`src/rtl/sram_port_arbiter.sv`:
```
// Round-robin arbiter sharing one 2-read/1-write synchronous SRAM among NUM_REQ clients.
// Optional same-address write-to-read bypass enabled by defining SRAM_ARB_RAW_FWD_EN.
module sram_port_arbiter #(
  parameter int NUM_REQ    = 4,
  parameter int SIZE       = 16,
  parameter int WIDTH      = 4,
  parameter int ADDR_WIDTH = $clog2(SIZE)
) (
  input  logic                          clk,
  input  logic                          rst,
  input  logic [NUM_REQ-1:0]            reqRd,
  input  logic [NUM_REQ*ADDR_WIDTH-1:0] reqRdAddr,
  output logic [NUM_REQ-1:0]            gntRd,
  input  logic [NUM_REQ-1:0]            reqWr,
  input  logic [NUM_REQ*ADDR_WIDTH-1:0] reqWrAddr,
  input  logic [NUM_REQ*WIDTH-1:0]      reqWrData,
  output logic [NUM_REQ-1:0]            gntWr,
  output logic [NUM_REQ-1:0]            rdValid,
  output logic [NUM_REQ*WIDTH-1:0]      rdData,
  output logic                          sramEn,
  output logic                          sramR1,
  output logic                          sramR2,
  output logic                          sramW,
  output logic [ADDR_WIDTH-1:0]         sramR1Addr,
  output logic [ADDR_WIDTH-1:0]         sramR2Addr,
  output logic [ADDR_WIDTH-1:0]         sramWAddr,
  output logic [WIDTH-1:0]              sramIn,
  input  logic [WIDTH-1:0]              sramOut1,
  input  logic [WIDTH-1:0]              sramOut2
);
  localparam int PTR_W = $clog2(NUM_REQ);
  typedef logic [PTR_W-1:0] ptr_t;

  function automatic ptr_t inc(input ptr_t p);
    return (p == ptr_t'(NUM_REQ - 1)) ? '0 : p + ptr_t'(1);
  endfunction

  // Returns {found, index} of the first set request at or after start, circularly.
  function automatic logic [PTR_W:0] pick(input logic [NUM_REQ-1:0] req, input ptr_t start);
    logic [PTR_W:0] res;
    ptr_t           idx;
    res = '0;
    idx = start;
    for (int k = 0; k < NUM_REQ; k++) begin
      if (req[idx] && !res[PTR_W]) res = {1'b1, idx};
      idx = inc(idx);
    end
    return res;
  endfunction

  ptr_t r_rd_ptr, r_wr_ptr, r_o1, r_o2;
  logic r_v1, r_v2;

  logic [NUM_REQ-1:0]    w_req_rd, w_req_rd_b, w_req_wr;
  logic [PTR_W:0]        w_pick_a, w_pick_b, w_pick_w;
  logic                  w_a_vld, w_b_vld, w_w_vld;
  ptr_t                  w_a_idx, w_b_idx, w_w_idx;
  logic [ADDR_WIDTH-1:0] w_a_addr, w_b_addr, w_w_addr;
  logic [WIDTH-1:0]      w_w_data, w_out1, w_out2;

  assign w_req_rd = rst ? '0 : reqRd;
  assign w_req_wr = rst ? '0 : reqWr;

  assign w_pick_a = pick(w_req_rd, r_rd_ptr);
  assign w_a_vld  = w_pick_a[PTR_W];
  assign w_a_idx  = w_pick_a[PTR_W-1:0];

  // Port 2 searches from just past winner A with A masked out; empty if A found nothing.
  always_comb begin
    w_req_rd_b          = w_req_rd;
    w_req_rd_b[w_a_idx] = 1'b0;
  end
  assign w_pick_b = pick(w_req_rd_b, inc(w_a_idx));
  assign w_b_vld  = w_pick_b[PTR_W];
  assign w_b_idx  = w_pick_b[PTR_W-1:0];

  assign w_pick_w = pick(w_req_wr, r_wr_ptr);
  assign w_w_vld  = w_pick_w[PTR_W];
  assign w_w_idx  = w_pick_w[PTR_W-1:0];

  assign w_a_addr = reqRdAddr[w_a_idx*ADDR_WIDTH +: ADDR_WIDTH];
  assign w_b_addr = reqRdAddr[w_b_idx*ADDR_WIDTH +: ADDR_WIDTH];
  assign w_w_addr = reqWrAddr[w_w_idx*ADDR_WIDTH +: ADDR_WIDTH];
  assign w_w_data = reqWrData[w_w_idx*WIDTH +: WIDTH];

  always_comb begin
    gntRd = '0;
    gntWr = '0;
    if (w_a_vld) gntRd[w_a_idx] = 1'b1;
    if (w_b_vld) gntRd[w_b_idx] = 1'b1;
    if (w_w_vld) gntWr[w_w_idx] = 1'b1;
  end

  assign sramR1     = w_a_vld;
  assign sramR2     = w_b_vld;
  assign sramW      = w_w_vld;
  assign sramEn     = w_a_vld | w_b_vld | w_w_vld;
  assign sramR1Addr = w_a_vld ? w_a_addr : '0;
  assign sramR2Addr = w_b_vld ? w_b_addr : '0;
  assign sramWAddr  = w_w_vld ? w_w_addr : '0;
  assign sramIn     = w_w_vld ? w_w_data : '0;

  always_ff @(posedge clk) begin
    if (rst) begin
      r_rd_ptr <= '0;
      r_wr_ptr <= '0;
      r_v1     <= 1'b0;
      r_v2     <= 1'b0;
      r_o1     <= '0;
      r_o2     <= '0;
    end else begin
      // Pointer moves past the last reader served this cycle.
      if (w_b_vld)      r_rd_ptr <= inc(w_b_idx);
      else if (w_a_vld) r_rd_ptr <= inc(w_a_idx);
      if (w_w_vld)      r_wr_ptr <= inc(w_w_idx);
      r_v1 <= w_a_vld;
      r_o1 <= w_a_idx;
      r_v2 <= w_b_vld;
      r_o2 <= w_b_idx;
    end
  end

`ifdef SRAM_ARB_RAW_FWD_EN
  logic             r_fwd1, r_fwd2;
  logic [WIDTH-1:0] r_fwd_data;

  always_ff @(posedge clk) begin
    if (rst) begin
      r_fwd1     <= 1'b0;
      r_fwd2     <= 1'b0;
      r_fwd_data <= '0;
    end else begin
      r_fwd1     <= w_a_vld && w_w_vld && (w_a_addr == w_w_addr);
      r_fwd2     <= w_b_vld && w_w_vld && (w_b_addr == w_w_addr);
      r_fwd_data <= w_w_data;
    end
  end

  assign w_out1 = r_fwd1 ? r_fwd_data : sramOut1;
  assign w_out2 = r_fwd2 ? r_fwd_data : sramOut2;
`else
  assign w_out1 = sramOut1;
  assign w_out2 = sramOut2;
`endif

  for (genvar gi = 0; gi < NUM_REQ; gi++) begin : g_ret
    logic w_hit1, w_hit2;
    assign w_hit1      = r_v1 && (r_o1 == ptr_t'(gi));
    assign w_hit2      = r_v2 && (r_o2 == ptr_t'(gi));
    assign rdValid[gi] = w_hit1 | w_hit2;
    assign rdData[gi*WIDTH +: WIDTH] = w_hit1 ? w_out1 : (w_hit2 ? w_out2 : '0);
  end
endmodule
```
`config.mk`:
```
export PLATFORM = sky130hd
export DESIGN_NAME = sram_port_arbiter
export DESIGN_NICKNAME = d
export VERILOG_FILES = /design/src/rtl/sram_port_arbiter.sv
export SDC_FILE = /design/constraint.sdc
export NUM_CORES = 1
export LEC_CHECK = 0
export CELL_PAD_IN_SITES_DETAIL_PLACEMENT = 1
export CELL_PAD_IN_SITES_GLOBAL_PLACEMENT = 1
export CORE_ASPECT_RATIO = 0.5
export CORE_UTILIZATION = 28
export DETAILED_ROUTE_END_ITERATION = 12
export PLACE_DENSITY = 0.92
export SLEW_MARGIN = 20
export SYNTH_ARGS = -nofsm -noshare
export SYNTH_HDL_FRONTEND = slang
export SYNTH_SLANG_ARGS = --single-unit
```
`constraint.sdc`:
```
create_clock -name clk -period 6.55 [get_ports clk]
set_input_delay 1.31 -clock clk [delete_from_list [all_inputs] [get_ports clk]]
set_output_delay 1.31 -clock clk [all_outputs]
set_load 0.02 [all_outputs]
```
======== Word-level counts from Yosys, hierarchy flattened ========
Index checks and enable logic that the tools add are counted.
cells by class
  shift operators ......................... 4
  bitwise gates (word level) .............. 9
  $lt $le $gt $ge ......................... 18
  equal/unequal tests ..................... 18
  mux-type cells .......................... 73
  add/subtract/negate cells ............... 12
  reductions and logical operators ........ 32
operators with widths
  kind                 number
  $mux 4               17
  $shiftx 16x5->4      4
  $lt 2x3->1 const B   15
  $mux 3               12
  $eq 2x2->1 const B   16
  $mux 2               14
  $add 2x1->2 const B  12
  $bmux 1 s2           12
  $logic_and 1x1->1    20
  $mux 1               15
  $logic_not 1->1      9
  $demux 1 s2          3
  $ge 2x1->1 const B   3
  $or 1x1->1           6
  $and 4x4->4          1
  $eq 2x1->1 const B   2
  $logic_not 2->1      2
  $not 4->4            1
  $or 4x4->4           1
  $reduce_bool 2->1    1
word-level totals
  flip-flop bits (word level) ............. 10
  logic and storage cells ................. 172
  output and inout port bits .............. 48
  input port bits ......................... 66

======== Logic depth before layout (Yosys ltp) ========
Gate-level depths: netlist of the first run.
  depth in word-level cells ............... 37
  gate-level depth with buffers ........... 20
  depth with buffers taken out ............ 16

======== Least setup slack after synthesis of the first run ========
No wires, ideal clock.
  path kind ............................... input to output
  from .................................... input rst
  to ...................................... output gntRd[3]
  stages .................................. 18
  arrival ................................. 4.671 ns
  required time ........................... 5.240 ns
  setup slack ............................. 0.569 ns
  buffers on the path ..................... 5
  path through ............................ clkbuf_1 -> or2_2 -> o22ai_1 -> a21o_1 -> a32oi_2 -> inv_2 -> buf_2 -> buf_1 -> ha_1 -> buf_1 -> or4_1 -> a22oi_2 -> a211oi_2 -> buf_6 -> inv_1 -> ha_1 -> nand2_1 -> o21ai_0
on the way
  cells in the longest elaborated chain, start to end .. 37
  elaborated cells between the ends (all ways) .. 64
  those cells by class .................... add/sub: 4; order compare: 4; eq/ne: 4; mux: 35; bitwise: 3; reduce/logical: 14
ends and longest elaborated chain
  item                                                                   RTL line  source
  start, declared                                                        10        input logic rst,
  $mux 4 *                                                               61        assign w_req_rd = rst ? '0 : reqRd;
  branches (longest 29 deep; another with $mux 3)                        --
  $mux 3 *                                                               45        if (req[idx] && !res[PTR_W]) res = {1'b1, idx};
  net w_pick_b[1]                                                        55        logic [PTR_W:0] w_pick_a, w_pick_b, w_pick_w;
  $lt 2x3->1 (implied by the code) / $ge 2x1->1 (equally long branches)  90        if (w_b_vld) gntRd[w_b_idx] = 1'b1;
  $logic_and 1x1->1 (implied by the code)                                90
  $mux 1 (implied by the code)                                           90
  $demux 1 s2 *                                                          90
  $or 4x4->4 (no line) *                                                 --
  $mux 4 *                                                               90
  end, declared                                                          13        output logic [NUM_REQ-1:0] gntRd,
Mark *: on every way through the listed nets, which the timed path passes. The select of a mux whose other input is x is not followed.

======== Final worst setup path of the first run ========
  from .................................... input rst
  to ...................................... output sramEn
on the way
  cells in the longest elaborated chain, start to end .. 33
  elaborated cells between the ends (all ways) .. 77
  those cells by class .................... add/sub: 4; order compare: 2; eq/ne: 4; mux: 44; bitwise: 4; reduce/logical: 19
ends and longest elaborated chain
  item                                             RTL line  source
  branches (longest 32 deep; another with $mux 4)  --
  $or 1x1->1 *                                     97        assign sramEn = w_a_vld | w_b_vld | w_w_vld;
  end, declared                                    20        output logic sramEn,
Every way passes the cells marked *. The select of a mux whose other input is x is not followed.

==> impl_metrics.json, run 1 <==
{
  "synth_fp_nets": 397,
  "crit_top_cell": "buf_4",
  "max_freq_mhz": 155,
  "drt_pass1_iterations": 7,
  "numCtsBuffers": 3,
  "holdPathStages": 2,
  "setup_viol": 0,
  "start_util": 0.302,
  "yosysTopAreaCellShare": 0.0958,
  "n_antenna_cell": 0,
  "grt_pass1_vias": 3324,
  "worst_slack_ps": 103,
  "end_kind": "output pin",
  "clk-insertion-delay-late_ps": 240,
  "min_from": "r_wr_ptr[1]",
  "yosysWarnings": 0,
  "detail-route-antenna-nets": 0,
  "ios": 114,
  "peakVddDrop_mv": 0.224,
  "routabilityCongestion": 0.921,
  "avgSynthCellArea_um2": 7.21,
  "p_leak_nw": 1.69,
  "io_buffers": 113,
  "min_period_over_period": 0.984,
  "rrSetupSlack_ps": 2150,
  "cts_tree": "yes",
  "fp.dieH_um": 66.1,
  "p_total_w": 0.00229,
  "path_cells": "clkdlybuf4s50_1 -> or2_2 -> buf_4 -> o22ai_1 -> nor4b_2 -> and2b_1 -> buf_4 -> inv_4 -> ha_1 -> nor2_2 -> buf_4 -> a2111oi_2 -> o21ai_2 -> or3_1 -> clkdlybuf4s50_1",
  "yosys-top-cells-count": "nand2_1, mux2i_1, a211oi_1, o31ai_1",
  "design.die.area_mm2": 0.00860,
  "yosysTopAreaCell": "mux2i_1",
  "place_ws_ps": -322,
  "crit_family": "buffers and inverters",
  "ys_top_cells_by_area": "mux2i_1, dfxtp_1, nand2_1, ha_1, a211oi_1",
  "grt_max_degree": 22,
  "crit_path_max_fanout": 6,
  "drc": 0,
  "nFillCells": 958,
  "place_area_mm2": 0.00383,
  "holdWs_ps": 611,
  "holdPathEnd": "r_wr_ptr[1]",
  "worst_pin_slew_ps": 1170,
  "setup.worst_path.start_class": "input pin",
  "cts_buffer_depth": 2,
  "layout.nets": 546,
  "cts.sinks": 10,
  "critPathMaxStageDelay_ps": 560,
  "status": "completed",
  "syn-cell-area_mm2": 0.00230,
  "die_w_um": 130,
  "drt-total-wl_um": 11300,
  "crit_path_start": "rst",
  "avgRoutedWirePerCell_um": 19.6,
  "synthCells": 319,
  "antenna_found_initial": 0,
  "synth_edf_count": 0,
  "vias": 3283,
  "synth_cell_types": 68,
  "cellPowerDensity_mw_per_mm2": 580,
  "viasPerCell": 5.72,
  "required_ps": 5240,
  "slowest_stage": "clkdlybuf4s50_1",
  "clkTransAtPathRegs_ps": 40,
  "seq_area_frac_synth": 0.0871,
  "drt_iter0_drc": 214,
  "regToRegEndpoint": "r_rd_ptr[1]",
  "grt_use_total": 0.254,
  "crit_buf_inv": 6,
  "min_path_type": "reg -> reg",
  "cap_violations": 0,
  "root_buffer": "clkbuf_16",
  "grt_overflow_total": 0,
  "drv_slew": 0,
  "ys.flop_type": "dfxtp_1",
  "criticalPathCategory": "in -> out",
  "worst_r2r_path_depth": 17,
  "synth_most_common_cell": "nand2_1",
  "clock_skew_ps": 1.43,
  "syn_to_final_growth_pct": 71.9,
  "drive_gt1_frac": 0.191,
  "hold_viol_final": 0,
  "hpwl_um": 8210,
  "synth-seq-cells": 10,
  "reg2reg_from": "r_rd_ptr[0]",
  "period_needed_ps": 6450,
  "htree_levels": 1,
  "relSlewSlack": 0.219,
  "ys_async_sr_fraction": 0,
  "core_area_mm2": 0.00762,
  "grt_pass1_wl_um": 17000,
  "worstPathArrival_ps": 5140,
  "final_area_mm2": 0.00395,
  "placementRows": 22
}
==> worst min-delay path: cells and delay by family (launching register included) <==
family        cells  cell delay (ps)
flops             1              330
mux               1              170
simple gates      1               60
==> layout make-up <==
class	instances	area, um2	area share
Multi-Input combinational cell	270	1970	0.498
Timing Repair Buffer	164	1500	0.380
Sequential cell	10	200	0.0506
Tap cell	108	135	0.0342
Clock buffer	3	75.1	0.0190
Inverter	19	73.8	0.0187
==> worst max path at each step <==
| stage | to | slack (ps) | cells after the start |
|---|---|---|---|
| finish | sramEn | 100 | 15 |
| global route | gntRd[2] | -40 | 18 |
| CTS | sramR2Addr[2] | 30 | 15 |
| detailed placement | sramR2Addr[2] | -320 | 17 |
| global placement | sramR2Addr[1] | -70 | 15 |
| floorplan | gntRd[3] | 570 | 18 |
==> power by group <==
| group | total, W | internal [W] | switching, W | leakage (nW) |
|---|---|---|---|---|
| clock network | 0.000108 | 0.0000792 | 0.0000291 | 0.0370 |
| logic | 0.00204 | 0.000911 | 0.00112 | 1.57 |
| registers | 0.000147 | 0.0000895 | 0.0000575 | 0.0835 |
==> per-layer routing <==
metal	share of wire	global-route usage	wire length, um	vias to the layer above
li1	-	-	-	1506
met1	0.41	0.294	4610	1602
met2	0.50	0.476	5600	147
met3	0.074	0.0380	839	28
met4	0.019	0.0901	211	0
met5	0	0	0	-
==> sequential cells by signal, summed over array words and instances (netlist names) <==
register  count
r_o1          2
r_o2          2
r_rd_ptr      2
r_wr_ptr      2
r_v1          1
r_v2          1
==> cell usage in the layout (no fill, tap or decap), types with 8 or more instances in the layout <==
cell             count
and2_1               9
clkdlybuf4s50_1    101
ha_1                11
nand2_1             52
buf_4               50
o31ai_1             17
nand3_1             10
mux2i_1             19
a21oi_1              8
a211oi_1            18
inv_1               16
dfxtp_1             10
nor2_1              14
o21ai_0              8
==> cells by family (layout without fill, tap and decap cells) <==
group,after synthesis,count (layout),synth area share
and+or+nand+nor,132,132,0.291
AOI/OAI and AO/OA,99,99,0.342
buffers and inverters,39,186,0.0805
muxes,27,27,0.135
adders and majority gates,12,12,0.0653
DFF,10,10,0.0871
==> stage by stage <==
step,setup TNS (ps),util,cells
2_1_floorplan,0,-,319
3_3_place_gp,-380,0.502,568
3_5_place_dp,-2310,0.502,568
4_1_cts,0,0.515,573
5_1_grt,-59.8,0.518,574
6_report,0,0.518,574
==> repair_timing <==
item | in CTS | in global routing
hold buffers | 0 | 0
gates resized for setup | 12 | 23
hold endpoints to repair | 0 | 0
setup endpoints to repair | 9 | 9
buffers inserted | 2 | 1
pin swaps | 2 | 3
Note: power is estimated with default switching activity, not from simulation.
==> run 2, diff against run 1 <==
--- a/config.mk
+++ b/config.mk
@@ -15,3 +15,4 @@
 export SYNTH_ARGS = -nofsm -noshare
 export SYNTH_HDL_FRONTEND = slang
 export SYNTH_SLANG_ARGS = --single-unit
+export TNS_END_PERCENT = 50
==> impl_metrics.json, run 2 (same netlist as run 1, synthesis figures left out) <==
{
  "status": "completed",
  "antenna_found_initial": 0,
  "grt_max_degree": 22,
  "syn_to_final_growth_pct": 71.9,
  "fp.dieH_um": 66.1,
  "start_util": 0.302,
  "core_area_mm2": 0.00762,
  "rsz0062_at_grt": "true",
  "setup_viol": 0,
  "crit_path_max_fanout": 5,
  "drc": 0,
  "cellPowerDensity_mw_per_mm2": 577,
  "period_needed_ps": 6430,
  "finalSetupTns_ps": 0,
  "criticalPathCategory": "in -> out",
  "drt_pass1_iterations": 4,
  "worstPathArrival_ps": 5120,
  "setup.worst_path.start_class": "input pin",
  "drt-total-wl_um": 11300,
  "root_buffer": "clkbuf_16",
  "htree_levels": 1,
  "ios": 114,
  "hold_viol_final": 0,
  "required_ps": 5240,
  "viasPerCell": 5.62,
  "drive_gt1_frac": 0.181,
  "routabilityCongestion": 0.921,
  "rrSetupSlack_ps": 2010,
  "io_buffers": 113,
  "grt_use_met3": 0.0364,
  "p_leak_nw": 1.70,
  "cap_violations": 0,
  "layout.cells.most_common": "clkdlybuf4s50_1",
  "die_w_um": 130,
  "grt_pass1_wl_um": 17000,
  "placementRows": 22,
  "min_path_type": "reg -> reg",
  "holdWs_ps": 593,
  "grt_pass1_vias": 3310,
  "layout.nets": 545,
  "clk-insertion-delay-late_ps": 240,
  "drv_slew": 0,
  "peakVddDrop_mv": 0.228,
  "numCtsBuffers": 3,
  "relSlewSlack": 0.198,
  "ctsHoldBuffers": 0,
  "clock_skew_ps": 2.70,
  "grt_util_met2": 0.473,
  "avgRoutedWirePerCell_um": 19.8,
  "cts.sinks": 10,
  "end_kind": "output pin",
  "min_period_over_period": 0.982,
  "n_antenna_cell": 0,
  "detail-route-antenna-nets": 0,
  "max_freq_mhz": 155,
  "grt_use_total": 0.255,
  "fin_util": 0.518,
  "grt.met1_usage": 0.296,
  "worst_pin_slew_ps": 1200,
  "grt.busiest_layer": "met2",
  "layout_common_cells": "clkdlybuf4s50_1, nand2_1, buf_4",
  "clkTransAtPathRegs_ps": 40,
  "cts_tree": "yes",
  "hpwl_um": 8210,
  "drt_iter0_drc": 170,
  "grt_overflow_total": 0,
  "cts_buffer_depth": 2,
  "design.die.area_mm2": 0.00860,
  "vias": 3220
}
==> run 2: cell types whose count changed in the layout (fill, tap and decap cells not counted) <==
cell	change
buf_4	-1
clkbuf_2	-2
clkdlybuf4s15_1	+1
dlymetal6s2s_1	+1
ha_1	+1
ha_2	-1
nor2_1	+1
nor2_2	-1
==> run 2: area by class of cell <==
type	count	area, um2
fill	946	3670
multi-input combinational	270	1960
timing repair buffer	163	1510
sequential	10	200
tap	108	135
clock buffer	3	75.1
inverter	19	73.8
==> run 2: stage by stage <==
stage,power [W],setup WS [ps],std cells,cell area [um2]
5_1_grt,0.00242,-51.1,573,3950
2_1_floorplan,0.00129,569,319,2300
6_report,0.00228,117,573,3950
3_5_place_dp,0.00211,-322,568,3830
3_3_place_gp,0.00204,-73.9,568,3830
4_1_cts,0.00221,-225,571,3910
==> run 2: worst max-delay path, cell delays in order <==
cell and delay (ps):
clkdlybuf4s50_1 460, or2_2 350, buf_4 160, o22ai_1 220, buf_4 180, a21o_1 160, a32oi_4 90, buf_4 170
ha_1 190, nor2_1 270, o21ai_0 130, o211a_1 260, a211oi_4 320, inv_1 120, ha_1 200, a22o_1 210
dlygate4sd2_1 320
==> run 2: final timing paths <==
| kind | startpoint | to | depth (start not counted) |
|---|---|---|---|
| max reg2reg | r_rd_ptr[0] | r_rd_ptr[1] | 17 |
| max | rst | gntRd[2] | 17 |
| min reg2reg | r_wr_ptr[1] | r_wr_ptr[1] | 2 |
| min | r_wr_ptr[1] | r_wr_ptr[1] | 2 |
==> run 2: per-layer routing <==
metal | vias up | routed length (um)
li1 | 1505 | -
met1 | 1557 | 4720
met2 | 136 | 5640
met3 | 22 | 725
met4 | 0 | 256
met5 | - | 0
==> run 2: timing repair <==
action,in CTS,in global routing
hold endpoints to repair,0,0
setup endpoints to repair,9,9
buffers inserted,0,2
pin swaps,1,1
gates resized for setup,11,18
==> run 2: report_power, final <==
group          switching (W)  total [W]  leakage, nW  internal (W)
Clock              0.0000275   0.000107       0.0370     0.0000790
Sequential         0.0000600   0.000149       0.0835     0.0000895
Combinational        0.00112    0.00202         1.58      0.000904
==> run 3, diff against run 2 <==
--- a/config.mk
+++ b/config.mk
@@ -7,10 +7,11 @@
 export LEC_CHECK = 0
 export CELL_PAD_IN_SITES_DETAIL_PLACEMENT = 1
 export CELL_PAD_IN_SITES_GLOBAL_PLACEMENT = 1
-export CORE_ASPECT_RATIO = 0.5
-export CORE_UTILIZATION = 28
+export CORE_ASPECT_RATIO = 2
+export CORE_UTILIZATION = 29
+export CTS_BUF_LIST = sky130_fd_sc_hd__clkbuf_2
 export DETAILED_ROUTE_END_ITERATION = 12
-export PLACE_DENSITY = 0.92
+export PLACE_DENSITY = 0.94
 export SLEW_MARGIN = 20
 export SYNTH_ARGS = -nofsm -noshare
 export SYNTH_HDL_FRONTEND = slang
==> impl_metrics.json, run 3 (same netlist as run 1, synthesis figures left out) <==
{
  "cts.sinks": 10,
  "ios": 114,
  "setup.worst_path.start_class": "input pin",
  "setup_viol": 0,
  "grt_pass1_vias": 3622,
  "root_buffer": "clkbuf_2",
  "reg2reg_from": "r_rd_ptr[1]",
  "drc": 0,
  "post_layout_nonfiller_instances": 563,
  "design.die.area_mm2": 0.00831,
  "core_area_mm2": 0.00766,
  "numCtsBuffers": 3,
  "clock_skew_ps": 4.25,
  "htree_levels": 1,
  "drt_pass1_iterations": 4,
  "cellPowerDensity_mw_per_mm2": 577,
  "layout.cells.most_common": "clkdlybuf4s50_1",
  "grt_use_total": 0.265,
  "relSlewSlack": 0.337,
  "crit_path_max_fanout": 7,
  "criticalPathCategory": "in -> out",
  "critPathMaxStageDelay_ps": 460,
  "dp_cells": 555,
  "place_area_mm2": 0.00380,
  "p_leak_nw": 1.68,
  "drt_iter0_drc": 92,
  "n_antenna_cell": 0,
  "clk-insertion-delay-late_ps": 260,
  "regToRegEndpoint": "r_rd_ptr[1]",
  "layout_common_cells": "clkdlybuf4s50_1, nand2_1, buf_4",
  "placementRows": 45,
  "grt_max_degree": 22,
  "io_buffers": 113,
  "clkTransAtPathRegs_ps": 100,
  "crit_top_cell": "buf_4",
  "fp.dieH_um": 128,
  "place_ws_ps": -403,
  "syn_to_final_growth_pct": 69.4,
  "viasPerCell": 5.87,
  "switching_power_w": 0.00122,
  "drive_gt1_frac": 0.177,
  "hpwl_um": 9290,
  "end_kind": "output pin",
  "final_area_mm2": 0.00390,
  "grt_overflow_total": 0,
  "power.internal_w": 0.00103,
  "fin_util": 0.509,
  "pwr-share-clk": 0.016,
  "hold_viol_final": 0,
  "slowest_stage": "clkdlybuf4s50_1",
  "cts_tree": "yes",
  "antenna_found_initial": 0,
  "cts_buffer_depth": 2,
  "start_util": 0.300,
  "rrSetupSlack_ps": 2390,
  "detail-route-antenna-nets": 0,
  "min_period_over_period": 0.995,
  "drv_slew": 0,
  "period_needed_ps": 6520,
  "vias": 3306,
  "worst_slack_ps": 34.2,
  "min_path_type": "reg -> reg",
  "grt.busiest_layer": "met2",
  "die_w_um": 65.0,
  "seq_power_share": 0.058,
  "status": "completed",
  "crit_path_start": "rst",
  "worstPathArrival_ps": 5210,
  "path_cells": "clkdlybuf4s50_1 -> buf_4 -> nor3_2 -> o211ai_1 -> a21o_1 -> a32oi_2 -> inv_2 -> ha_2 -> buf_4 -> nand2b_1 -> a21oi_1 -> nor3_1 -> o31a_1 -> a311oi_4 -> inv_1 -> ha_1 -> a22o_1 -> clkdlybuf4s15_1",
  "avgRoutedWirePerCell_um": 20.1,
  "ctsHoldBuffers": 0,
  "crit_end": "gntRd[1]",
  "cap_violations": 0,
  "max_freq_mhz": 153,
  "p_comb_frac": 0.926,
  "peakVddDrop_mv": 0.454,
  "worst_r2r_path_depth": 17,
  "swShare": 0.540,
  "routabilityCongestion": 0.934,
  "grt_pass1_wl_um": 17000,
  "grt.met1_usage": 0.191,
  "drt-total-wl_um": 11300,
  "worst_pin_slew_ps": 992,
  "required_ps": 5240,
  "layout.nets": 548,
  "grt_use_met3": 0.0480,
  "grt_util_met2": 0.549,
  "p_total_w": 0.00225
}
-- run 3: cell types whose count changed in the layout (fill, tap and decap cells not counted), moves of 2 or more --
cell | previous run | this run
buf_4 | 49 | 52
clkbuf_16 | 3 | 0
clkdlybuf4s15_1 | 1 | 4
dlygate4sd2_1 | 3 | 6
dlymetal6s2s_1 | 4 | 2
mux2i_1 | 19 | 21
mux2i_2 | 3 | 1
-- run 3: power groups by stage --
stage	Sequential, W	Combinational [W]	Clock [W]
floorplan	0.000113	0.00118	0
global route	0.000135	0.00221	0.0000386
CTS	0.000131	0.00202	0.0000367
detailed placement	0.000133	0.00203	0
finish	0.000131	0.00208	0.0000352
global placement	0.000128	0.00194	0
-- run 3: cell type report --
class	count	area, um2
Fill cell	962	3760
Multi-Input combinational cell	270	1960
Tap cell	94	118
Inverter	19	73.8
Sequential cell	10	200
Clock inverter	1	3.75
Clock buffer	3	15.0
Timing Repair Buffer	166	1530
-- run 3: layer usage --
metal / wire [um] / vias up
met5: 0 / -
met4: 849 / 0
met3: 686 / 66
met2: 6640 / 177
met1: 3140 / 1564
li1: - / 1499
-- run 3: through the flow --
step	hold slack, ps	setup TNS [ps]
floorplan	515	0
global placement	556	-1560
detailed placement	559	-2670
CTS	576	0
global route	610	-64.7
finish	571	0
-- run 3: worst min path at each step --
stage / start / end / depth (start not counted)
2_1_floorplan: r_wr_ptr[1] / r_wr_ptr[1] / 2
3_3_place_gp: r_wr_ptr[1] / r_wr_ptr[1] / 2
3_5_place_dp: r_wr_ptr[1] / r_wr_ptr[1] / 2
4_1_cts: r_wr_ptr[1] / r_wr_ptr[1] / 2
5_1_grt: r_wr_ptr[1] / r_wr_ptr[1] / 2
6_report: r_wr_ptr[1] / r_wr_ptr[1] / 2
-- run 3: what timing repair did --
action / CTS / global route
gates resized for setup: 15 / 13
hold endpoints to repair: 0 / 0
buffers inserted: 2 / 2
setup endpoints to repair: 8 / 8
pin swaps: 3 / 6
-- run 3: worst max-delay path, delay by kind of cell --
family | cells | cell delay [ps]
buffers and inverters | 6 | 1350
and+or+nand+nor | 3 | 350
adders and majority gates | 2 | 660
AOI/OAI and AO/OA | 7 | 1520
